<file path="src/rtl/elevador_pkg.sv">
// Shared constants, FSM state type and entry helpers for the elevator content-RAM scanner.
package elevador_pkg;

    localparam int RAM_DEPTH = 8;
    localparam int ENTRY_W   = 4;
    localparam int FIELD_W   = 2;

    localparam logic [ENTRY_W-1:0] EMPTY_ENTRY = 4'b0000;

    typedef enum logic [1:0] {
        IDLE,
        SCAN,
        FLUSH,
        DONE
    } state_t;

    function automatic logic is_empty(input logic [ENTRY_W-1:0] entry);
        return entry == EMPTY_ENTRY;
    endfunction

endpackage

</file>
<file path="src/rtl/varredor_conteudo_elevador_if.sv">
// Read port of the elevator content RAM: scanner drives the address, RAM returns the entry fields.
interface varredor_conteudo_elevador_if #(
    parameter int ADDR_W = 4
);
    import elevador_pkg::*;

    logic [ADDR_W-1:0]  addr;
    logic [FIELD_W-1:0] tipo_objeto;
    logic [FIELD_W-1:0] destino_objeto;

    modport master (
        output addr,
        input  tipo_objeto,
        input  destino_objeto
    );

    modport slave (
        input  addr,
        output tipo_objeto,
        output destino_objeto
    );
endinterface

</file>
<file path="src/rtl/acumulador_varredura.sv">
// Per-entry accumulation for one scan: occupancy, unload count and first-valid destination.
// Outputs are the post-capture values so a capture on the final edge is already included.
module acumulador_varredura
    import elevador_pkg::*;
#(
    parameter int DEPTH = RAM_DEPTH,
    parameter int CNT_W = 4
) (
    input  logic               clk,
    input  logic               clear_n,
    input  logic               clear,
    input  logic               capture,
    input  logic [ENTRY_W-1:0] entry,
    input  logic [FIELD_W-1:0] andar,
    output logic [CNT_W-1:0]   ocupados,
    output logic [CNT_W-1:0]   qtd_andar,
    output logic [FIELD_W-1:0] prox_destino,
    output logic               prox_valido
);

    logic [CNT_W-1:0]   ocupados_reg, ocupados_next;
    logic [CNT_W-1:0]   qtd_reg, qtd_next;
    logic [FIELD_W-1:0] prox_destino_reg, prox_destino_next;
    logic               prox_valido_reg, prox_valido_next;
    logic [FIELD_W-1:0] destino;
    logic               hit;

    assign destino = entry[FIELD_W-1:0];
    assign hit     = capture && !is_empty(entry);

    always_comb begin
        ocupados_next     = ocupados_reg;
        qtd_next          = qtd_reg;
        prox_destino_next = prox_destino_reg;
        prox_valido_next  = prox_valido_reg;
        if (hit) begin
            if (ocupados_reg != CNT_W'(DEPTH))
                ocupados_next = ocupados_reg + 1'b1;
            if (destino == andar && qtd_reg != CNT_W'(DEPTH))
                qtd_next = qtd_reg + 1'b1;
            // Only the lowest-index occupied slot defines the next destination.
            if (!prox_valido_reg) begin
                prox_destino_next = destino;
                prox_valido_next  = 1'b1;
            end
        end
    end

    always_ff @(posedge clk) begin
        if (!clear_n || clear) begin
            ocupados_reg     <= '0;
            qtd_reg          <= '0;
            prox_destino_reg <= '0;
            prox_valido_reg  <= 1'b0;
        end else begin
            ocupados_reg     <= ocupados_next;
            qtd_reg          <= qtd_next;
            prox_destino_reg <= prox_destino_next;
            prox_valido_reg  <= prox_valido_next;
        end
    end

    assign ocupados     = ocupados_next;
    assign qtd_andar    = qtd_next;
    assign prox_destino = prox_destino_next;
    assign prox_valido  = prox_valido_next;

endmodule

</file>
<file path="src/rtl/varredor_conteudo_elevador.sv">
// Sweeps the content RAM on start and publishes occupancy / unload / next-destination results.
// Optional macro VARREDURA_CONTINUA_EN: rescan back-to-back forever after the first start.
module varredor_conteudo_elevador
    import elevador_pkg::*;
#(
    parameter int DEPTH  = RAM_DEPTH,
    parameter int ADDR_W = 4,
    parameter int CNT_W  = 4
) (
    input  logic                 clk,
    input  logic                 clear_n,
    input  logic                 start,
    input  logic [FIELD_W-1:0]   andar_atual,
    varredor_conteudo_elevador_if.master ram,
    output logic                 busy,
    output logic                 done,
    output logic [CNT_W-1:0]     ocupados,
    output logic [CNT_W-1:0]     qtd_andar,
    output logic [FIELD_W-1:0]   prox_destino,
    output logic                 prox_valido,
    output logic                 tem_vaga,
    output logic                 tem_descarga
);

    state_t             state_reg;
    logic [ADDR_W-1:0]  addr_reg;
    logic [FIELD_W-1:0] andar_reg;
    logic               busy_reg;
    logic               done_reg;
    logic [CNT_W-1:0]   ocupados_reg;
    logic [CNT_W-1:0]   qtd_andar_reg;
    logic [FIELD_W-1:0] prox_destino_reg;
    logic               prox_valido_reg;
    logic               tem_vaga_reg;
    logic               tem_descarga_reg;

    logic               acc_clear;
    logic               acc_capture;
    logic [CNT_W-1:0]   acc_ocupados;
    logic [CNT_W-1:0]   acc_qtd;
    logic [FIELD_W-1:0] acc_prox_destino;
    logic               acc_prox_valido;

    // Read data lags addr by one edge, so slot 0 arrives while addr already shows 1.
    assign acc_capture = (state_reg == SCAN && addr_reg != '0) || state_reg == FLUSH;

`ifdef VARREDURA_CONTINUA_EN
    assign acc_clear = (state_reg == IDLE && start) || state_reg == FLUSH;
`else
    assign acc_clear = state_reg == IDLE && start;
`endif

    acumulador_varredura #(
        .DEPTH (DEPTH),
        .CNT_W (CNT_W)
    ) u_acumulador (
        .clk          (clk),
        .clear_n      (clear_n),
        .clear        (acc_clear),
        .capture      (acc_capture),
        .entry        ({ram.tipo_objeto, ram.destino_objeto}),
        .andar        (andar_reg),
        .ocupados     (acc_ocupados),
        .qtd_andar    (acc_qtd),
        .prox_destino (acc_prox_destino),
        .prox_valido  (acc_prox_valido)
    );

    always_ff @(posedge clk) begin
        if (!clear_n) begin
            state_reg        <= IDLE;
            addr_reg         <= '0;
            andar_reg        <= '0;
            busy_reg         <= 1'b0;
            done_reg         <= 1'b0;
            ocupados_reg     <= '0;
            qtd_andar_reg    <= '0;
            prox_destino_reg <= '0;
            prox_valido_reg  <= 1'b0;
            tem_vaga_reg     <= 1'b1;
            tem_descarga_reg <= 1'b0;
        end else begin
            done_reg <= 1'b0;
            unique case (state_reg)
                IDLE: begin
                    addr_reg <= '0;
                    if (start) begin
                        state_reg <= SCAN;
                        andar_reg <= andar_atual;
                        busy_reg  <= 1'b1;
                    end
                end
                SCAN: begin
                    if (addr_reg == ADDR_W'(DEPTH - 1)) begin
                        addr_reg  <= '0;
                        state_reg <= FLUSH;
                    end else begin
                        addr_reg <= addr_reg + 1'b1;
                    end
                end
                FLUSH: begin
                    ocupados_reg     <= acc_ocupados;
                    qtd_andar_reg    <= acc_qtd;
                    prox_destino_reg <= acc_prox_destino;
                    prox_valido_reg  <= acc_prox_valido;
                    tem_vaga_reg     <= acc_ocupados < CNT_W'(DEPTH);
                    tem_descarga_reg <= acc_qtd != '0;
                    done_reg         <= 1'b1;
                    state_reg        <= DONE;
`ifdef VARREDURA_CONTINUA_EN
                    // DONE doubles as the addr-0 cycle of the next sweep.
                    andar_reg        <= andar_atual;
`endif
                end
                DONE: begin
`ifdef VARREDURA_CONTINUA_EN
                    addr_reg  <= ADDR_W'(1);
                    state_reg <= SCAN;
`else
                    state_reg <= IDLE;
                    busy_reg  <= 1'b0;
`endif
                end
                default: begin
                    state_reg <= IDLE;
                    busy_reg  <= 1'b0;
                    addr_reg  <= '0;
                end
            endcase
        end
    end

    assign ram.addr     = addr_reg;
    assign busy         = busy_reg;
    assign done         = done_reg;
    assign ocupados     = ocupados_reg;
    assign qtd_andar    = qtd_andar_reg;
    assign prox_destino = prox_destino_reg;
    assign prox_valido  = prox_valido_reg;
    assign tem_vaga     = tem_vaga_reg;
    assign tem_descarga = tem_descarga_reg;

endmodule

</file>
<file path="src/flat_wrapper.sv">
// flat-port wrapper written by rule: the top's interface ports become plain ports
module varredor_conteudo_elevador_flat import elevador_pkg::*;
#(
    parameter int DEPTH  = RAM_DEPTH,
    parameter int ADDR_W = 4,
    parameter int CNT_W  = 4
)
  (clk, clear_n, start, andar_atual, busy, done, ocupados, qtd_andar, prox_destino, prox_valido, tem_vaga, tem_descarga, ram_addr, ram_tipo_objeto, ram_destino_objeto);
  varredor_conteudo_elevador_if #(.ADDR_W(ADDR_W)) ram_i ();
  input  logic clk;
  input  logic clear_n;
  input  logic start;
  input  logic [FIELD_W-1:0] andar_atual;
  output logic busy;
  output logic done;
  output logic [CNT_W-1:0] ocupados;
  output logic [CNT_W-1:0] qtd_andar;
  output logic [FIELD_W-1:0] prox_destino;
  output logic prox_valido;
  output logic tem_vaga;
  output logic tem_descarga;
  output wire logic [$bits(ram_i.addr)-1:0] ram_addr;
  input wire logic [$bits(ram_i.tipo_objeto)-1:0] ram_tipo_objeto;
  input wire logic [$bits(ram_i.destino_objeto)-1:0] ram_destino_objeto;
  assign ram_addr = ram_i.addr;
  assign ram_i.tipo_objeto = ram_tipo_objeto;
  assign ram_i.destino_objeto = ram_destino_objeto;
  varredor_conteudo_elevador #(.DEPTH(DEPTH), .ADDR_W(ADDR_W), .CNT_W(CNT_W)) u_core (.clk(clk), .clear_n(clear_n), .start(start), .andar_atual(andar_atual), .ram(ram_i), .busy(busy), .done(done), .ocupados(ocupados), .qtd_andar(qtd_andar), .prox_destino(prox_destino), .prox_valido(prox_valido), .tem_vaga(tem_vaga), .tem_descarga(tem_descarga));
endmodule
</file>
<file path="config.mk">
export PLATFORM = sky130hd
export DESIGN_NAME = varredor_conteudo_elevador_flat
export DESIGN_NICKNAME = d
export VERILOG_FILES = /design/src/rtl/elevador_pkg.sv /design/src/rtl/varredor_conteudo_elevador_if.sv /design/src/rtl/acumulador_varredura.sv /design/src/rtl/varredor_conteudo_elevador.sv /design/src/flat_wrapper.sv
export SDC_FILE = /design/constraint.sdc
export NUM_CORES = 1
export LEC_CHECK = 0
export ABC_AREA = 1
export CAP_MARGIN = 20
export CORE_MARGIN = 2
export CORE_UTILIZATION = 55
export DETAILED_ROUTE_END_ITERATION = 10
export DONT_BUFFER_PORTS = 1
export PLACE_DENSITY = 0.69
export SETUP_SLACK_MARGIN = 0.02
export SLEW_MARGIN = 40
export SYNTH_ARGS = -nofsm -noshare
export SYNTH_HDL_FRONTEND = slang
export SYNTH_SLANG_ARGS = --single-unit
</file>
<file path="constraint.sdc">
create_clock -name clk -period 2.15 [get_ports clk]
set_clock_uncertainty 0.2 [all_clocks]
set_input_delay 0.215 -clock clk [delete_from_list [all_inputs] [get_ports clk]]
set_output_delay 0.215 -clock clk [all_outputs]
set_load 0.1 [all_outputs]
</file>
==> results of run 1 <==
-- power by group --
part           internal, W  switching (W)  total, W  leakage, nW
registers         0.000772      0.0000753  0.000848        0.279
clock network     0.000271       0.000213  0.000484       0.0443
logic             0.000342        0.00111   0.00146        0.631
total              0.00139        0.00140   0.00279        0.954
-- final timing paths --
check,cells past startpoint,from,slack [ns],end
setup reg to reg,6,u_core.state_reg[0],0.17,u_core.andar_reg[1]
setup / recovery,6,u_core.state_reg[0],0.17,u_core.andar_reg[1]
hold reg to reg,2,u_core.u_acumulador.prox_destino_reg[1],0.28,u_core.u_acumulador.prox_destino_reg[1]
hold / removal,2,clear_n,0.05,u_core.u_acumulador.prox_valido_reg
-- what timing repair did --
action                                  4_1_cts  5_1_grt
buffers inserted                              0        0
hold endpoints to repair                     20        0
gates resized for setup                       0        0
endpoints found under the setup margin        0        0
hold buffers                                  8        0
-- kinds of logic after synthesis --
family / count (synthesis) / synth area share (%)
simple gates: 88 / 22.7
compound gates: 42 / 15.9
flops: 34 / 41.3
fa+ha+maj: 10 / 7.59
buf+inv: 45 / 10.5
xor+xnor: 4 / 2.12
-- cell type report --
cell class / instances / share of cell area, %
Clock buffer: 6 / 2.59
Clock inverter: 1 / 1.52
Inverter: 40 / 7.58
Multi-Input combinational cell: 144 / 40.2
Sequential cell: 34 / 34.6
Tap cell: 31 / 1.96
Timing Repair Buffer: 28 / 11.6
-- metal layers --
layer	up-vias	wire length, µm	global-route usage (%)
met5	-	0	0
met4	0	57	8.77
met3	6	196	8.79
met2	30	1750	40.8
met1	683	1550	26.5
li1	770	-	-
-- worst max-delay path, delay by kind of cell, from the launching register on --
| kind | cells | cell delay [ns] |
|---|---|---|
| buf+inv | 2 | 0.65 |
| flops | 1 | 0.40 |
| compound gates | 2 | 0.26 |
| fa+ha+maj | 1 | 0.25 |
| simple gates | 1 | 0.18 |
-- stage by stage --
stage | power, W | instance area [µm²]
final | 0.00279 | 1980
after CTS | 0.00280 | 1980
after global routing | 0.00295 | 1980
after global placement | 0.00226 | 1820
after floorplan | 0.00202 | 1650
after detailed placement | 0.00229 | 1820
-- cell usage in the layout (no fill, tap or decap), drive strengths merged --
| cell type | n |
|---|---|
| nor3 | 2 |
| a221oi | 1 |
| a2bb2oi | 1 |
| nor2 | 19 |
| inv | 39 |
| nand4 | 1 |
| clkbuf | 6 |
| a31oi | 1 |
| o21a | 1 |
| dlygate4sd3 | 8 |
| dfxtp | 34 |
| xnor2 | 1 |
| nand3 | 15 |
| bufinv | 1 |
| o211ai | 6 |
| nand2 | 51 |
| xor2 | 3 |
| a211oi | 1 |
| clkinv | 1 |
| buf | 20 |
| ha | 10 |
| a21oi | 17 |
| o21ai | 14 |
==> flow_summary.ini, run 1 <==
[synthesis]
syn_area_um2 = 1650
yosysMostFrequentCell = nand2_1
synthFlopType = dfxtp_1
ys_types = 28
yosysTopAreaCell = dfxtp_1
synth_top_area_share_pct = 41.3
syn-instance-count = 223
ys_seq_area_share_pct = 41.3
synth_edf_count = 0
synthArstFlopShare_pct = 0
synth_warnings = 0
synthesis.nets = 242
synth_commonest_cells = 47 x nand2_1, 38 x inv_1, 34 x dfxtp_1
postSynthAreaPerCell_um2 = 7.39
synth-seq-cells = 34
synth_area_leaders = dfxtp_1 41%, nand2_1 11%, inv_1 8.6%

[sta]
rsz0062_at_grt = no
hold_viol = 0
timing.fmax_mhz = 504
setup_slack_ns = 0.168
worst_slew_pin_slew_ns = 0.620
slew_headroom_pct = 58.5
fin_crit_ns = 1.98
report.final.slew_viol_count = 0
fin_crit_sh_pct = 92.2
setup_tns_ns = 0
holdWs_ns = 0.0489
setup_viol = 0

[die]
die_h_um = 58.8
fp.dieW_um = 58.8
initial_core_util_pct = 58.8
core_area_um2 = 2810
die-area_um2 = 3450
rows = 19
ios = 28

[setup_path]
path_cells = inv_1 -> ha_1 -> nand2_1 -> o21ai_0 -> a21oi_1 -> dlygate4sd3_1
startpoint_type = register
cp.required_ns = 2.24
critPathCaptureType = register
cpMaxStageDelayCell = dlygate4sd3_1
arrival_ns = 2.07
path_class = reg2reg
path_max_fanout = 6
slowest_delay_ns = 0.56

[clock_network]
cts_root_buf = clkbuf_4
clockBufferDepth = 2
numCtsBuffers = 5
clock-sinks = 34
cts.htree.levels = 2
insertion_delay_ns = 0.34
tritoncts = done
clk_pin_slew_ns = 0.10

[job]
max-cap-violations = 0

[grt]
grt_max_degree = 21
grt_usage_pct = 23.7
grt_overflow = 0
antenna_found_initial = 0
grt_pass1_vias = 1420
grt_pass1_wl_um = 6000

[run_status]
failed_checks = DRC
outcome = finished with violations

[layout]
multi_input_area_um2 = 796
syn_to_final_growth_pct = 20.2
nNetsFinal = 272
drive_gt1_share_pct = 16.6
fillers = 241
final_util_pct = 70.7
num_antenna_cells = 0
ff_latch_area_um2 = 686
stdcell_count = 284

[placement]
io_buffers = 0
post-dp-hpwl_um = 2670
place_congestion = 0.772
pre_cts_ws_ns = 0.234
dp_cells = 269

[detailed_routing]
routedWlPerCell_um = 12.5
vias_per_cell = 5.24
vias = 1489
ant_nets = 0
routed_wl_um = 3550
drt_iter0_markers = 50
first_pass_iters = 7
drcViolationCount = 1

[hold_path]
hold_path_class = in2reg

[power_and_ir_drop]
ir_drop_mv = 0.699
leakagePower_nw = 0.954
p_per_area_nw_per_um2 = 1410
Note: power is estimated with default switching activity, not from simulation.
==> run 2, diff against run 1 <==
Settings changed: CORE_ASPECT_RATIO from default to 0.9.
==> flow_summary.ini, run 2 (synthesis gave the netlist of run 1 again) <==
[clock_network]
clockBufferDepth = 2
numCtsBuffers = 5
cts_root_buf = clkbuf_4
tritoncts = done
insertion_delay_ns = 0.34
cts.htree.levels = 2
clk_pin_slew_ns = 0.11
cts_setup_buffers = 0
clock-sinks = 34

[setup_path]
startpoint_type = input port
critPathLaunch = clear_n
path_class = in2reg
path_max_fanout = 16
arrival_ns = 2.07
critPathCaptureType = register
r2r_start = u_core.state_reg[1]
cp.required_ns = 2.24
reg2reg_slack_ns = 0.19

[detailed_routing]
routedWlPerCell_um = 12.6
dr.max_layer_used = met4
vias = 1522
ant_nets = 0
drt_iter0_markers = 61
routed_wl_um = 3710
met2_wirelength_um = 1880
drcViolationCount = 0
met1_length_um = 1540
vias_per_cell = 5.19
wl_met3_um = 249
first_pass_iters = 4

[sta]
slew_headroom_pct = 58.8
setup_tns_ns = 0
timing.fmax_mhz = 503
worst_slew_pin_slew_ns = 0.616
setup_viol = 0
report.final.slew_viol_count = 0
fin_crit_sh_pct = 92.4
setup_slack_ns = 0.164
fin_crit_ns = 1.99
hold_viol = 0
rsz0062_at_grt = no

[layout]
num_antenna_cells = 0
fillers = 257
final_common_cell = nand2_1
drive_gt1_share_pct = 17.0
layout_common_cells = 46 x nand2_1, 38 x inv_1, 30 x dfxtp_1
stdcell_count = 293
syn_to_final_growth_pct = 19.1
nNetsFinal = 271

[placement]
place_congestion = 0.806
pre_cts_ws_ns = 0.240
dp_cells = 278
io_buffers = 0
post-dp-hpwl_um = 2680

[grt]
grt_usage_pct = 23.7
grt_pass1_vias = 1399
grt_pass1_wl_um = 6080
grt_max_degree = 21
grt_overflow = 0
antenna_found_initial = 0

[power_and_ir_drop]
p_comb_share_pct = 54.7
finalPower_w = 0.00269
pwr-share-clk_pct = 13.9
swShare_pct = 52.7
ir_drop_mv = 1.04
p_per_area_nw_per_um2 = 1370
leakagePower_nw = 0.939
pwr-share-seq_pct = 31.4
p_int_w = 0.00127
netSwitchingPower_w = 0.00142

[die]
core_area_um2 = 2790
rows = 18
die-area_um2 = 3450
ios = 28
initial_core_util_pct = 59.1
die_h_um = 55.9
fp.dieW_um = 61.7

[hold_path]
hold_start = clear_n
hold_path_class = in2reg

[job]
max-cap-violations = 0

[run_status]
outcome = finished clean
run 2: changes by cell type in the layout (fill, tap and decap cells not counted), sizes merged:
cell,before,now
bufinv,1,0
dlygate4sd3,8,7
clkinv,1,2
clkbuf,6,7
run 2: area by class of cell:
| cell class | instances | area (µm²) | area share, % |
|---|---|---|---|
| Multi-Input combinational cell | 144 | 798 | 40.6 |
| Sequential cell | 34 | 686 | 34.9 |
| Timing Repair Buffer | 27 | 220 | 11.2 |
| Inverter | 40 | 150 | 7.64 |
| Clock buffer | 7 | 55.1 | 2.80 |
| Tap cell | 40 | 50.0 | 2.55 |
| Clock inverter | 1 | 5.00 | 0.255 |
run 2: per-stage QoR:
step	hold slack (ns)	cell area [µm²]	utilization, %
6_report	0.0711	1960	70.3
5_1_grt	0.0903	1960	70.3
4_1_cts	0.0722	1960	70.3
3_5_place_dp	0.165	1830	65.6
3_3_place_gp	0.153	1830	65.6
2_1_floorplan	0.179	1650	-
run 2: what timing repair did:
item                                   in CTS  in global routing
hold buffers                                7                  0
resized for setup                           0                  1
setup endpoints to repair                   0                  1
endpoints found under the hold margin      21                  0
run 2: critical path, stage by stage:
cell and delay, ns:
dlygate4sd3_1 0.93, o21ai_0 0.19, a21oi_1 0.16, dlygate4sd3_1 0.57
run 2: routing by layer:
metal,vias up,GRT usage [%]
met2,45,38.9
met4,0,6.69
met1,707,28.4
met5,-,0
li1,765,-
met3,5,8.84
run 2: path summary, 6_finish.rpt:
kind	to	cells after the start
setup reg to reg	u_core.tem_descarga	9
hold reg to reg	u_core.tem_vaga	2
setup / recovery	u_core.andar_reg[0]	4
hold / removal	u_core.u_acumulador.qtd_reg[2]	2
run 2: power groups by stage:
stage	clock network [W]	registers, W	logic, W
2_1_floorplan	0	0.00151	0.000508
3_3_place_gp	0	0.000852	0.00141
3_5_place_dp	0	0.000859	0.00144
4_1_cts	0.000383	0.000844	0.00147
5_1_grt	0.000420	0.000864	0.00157
6_report	0.000375	0.000845	0.00147
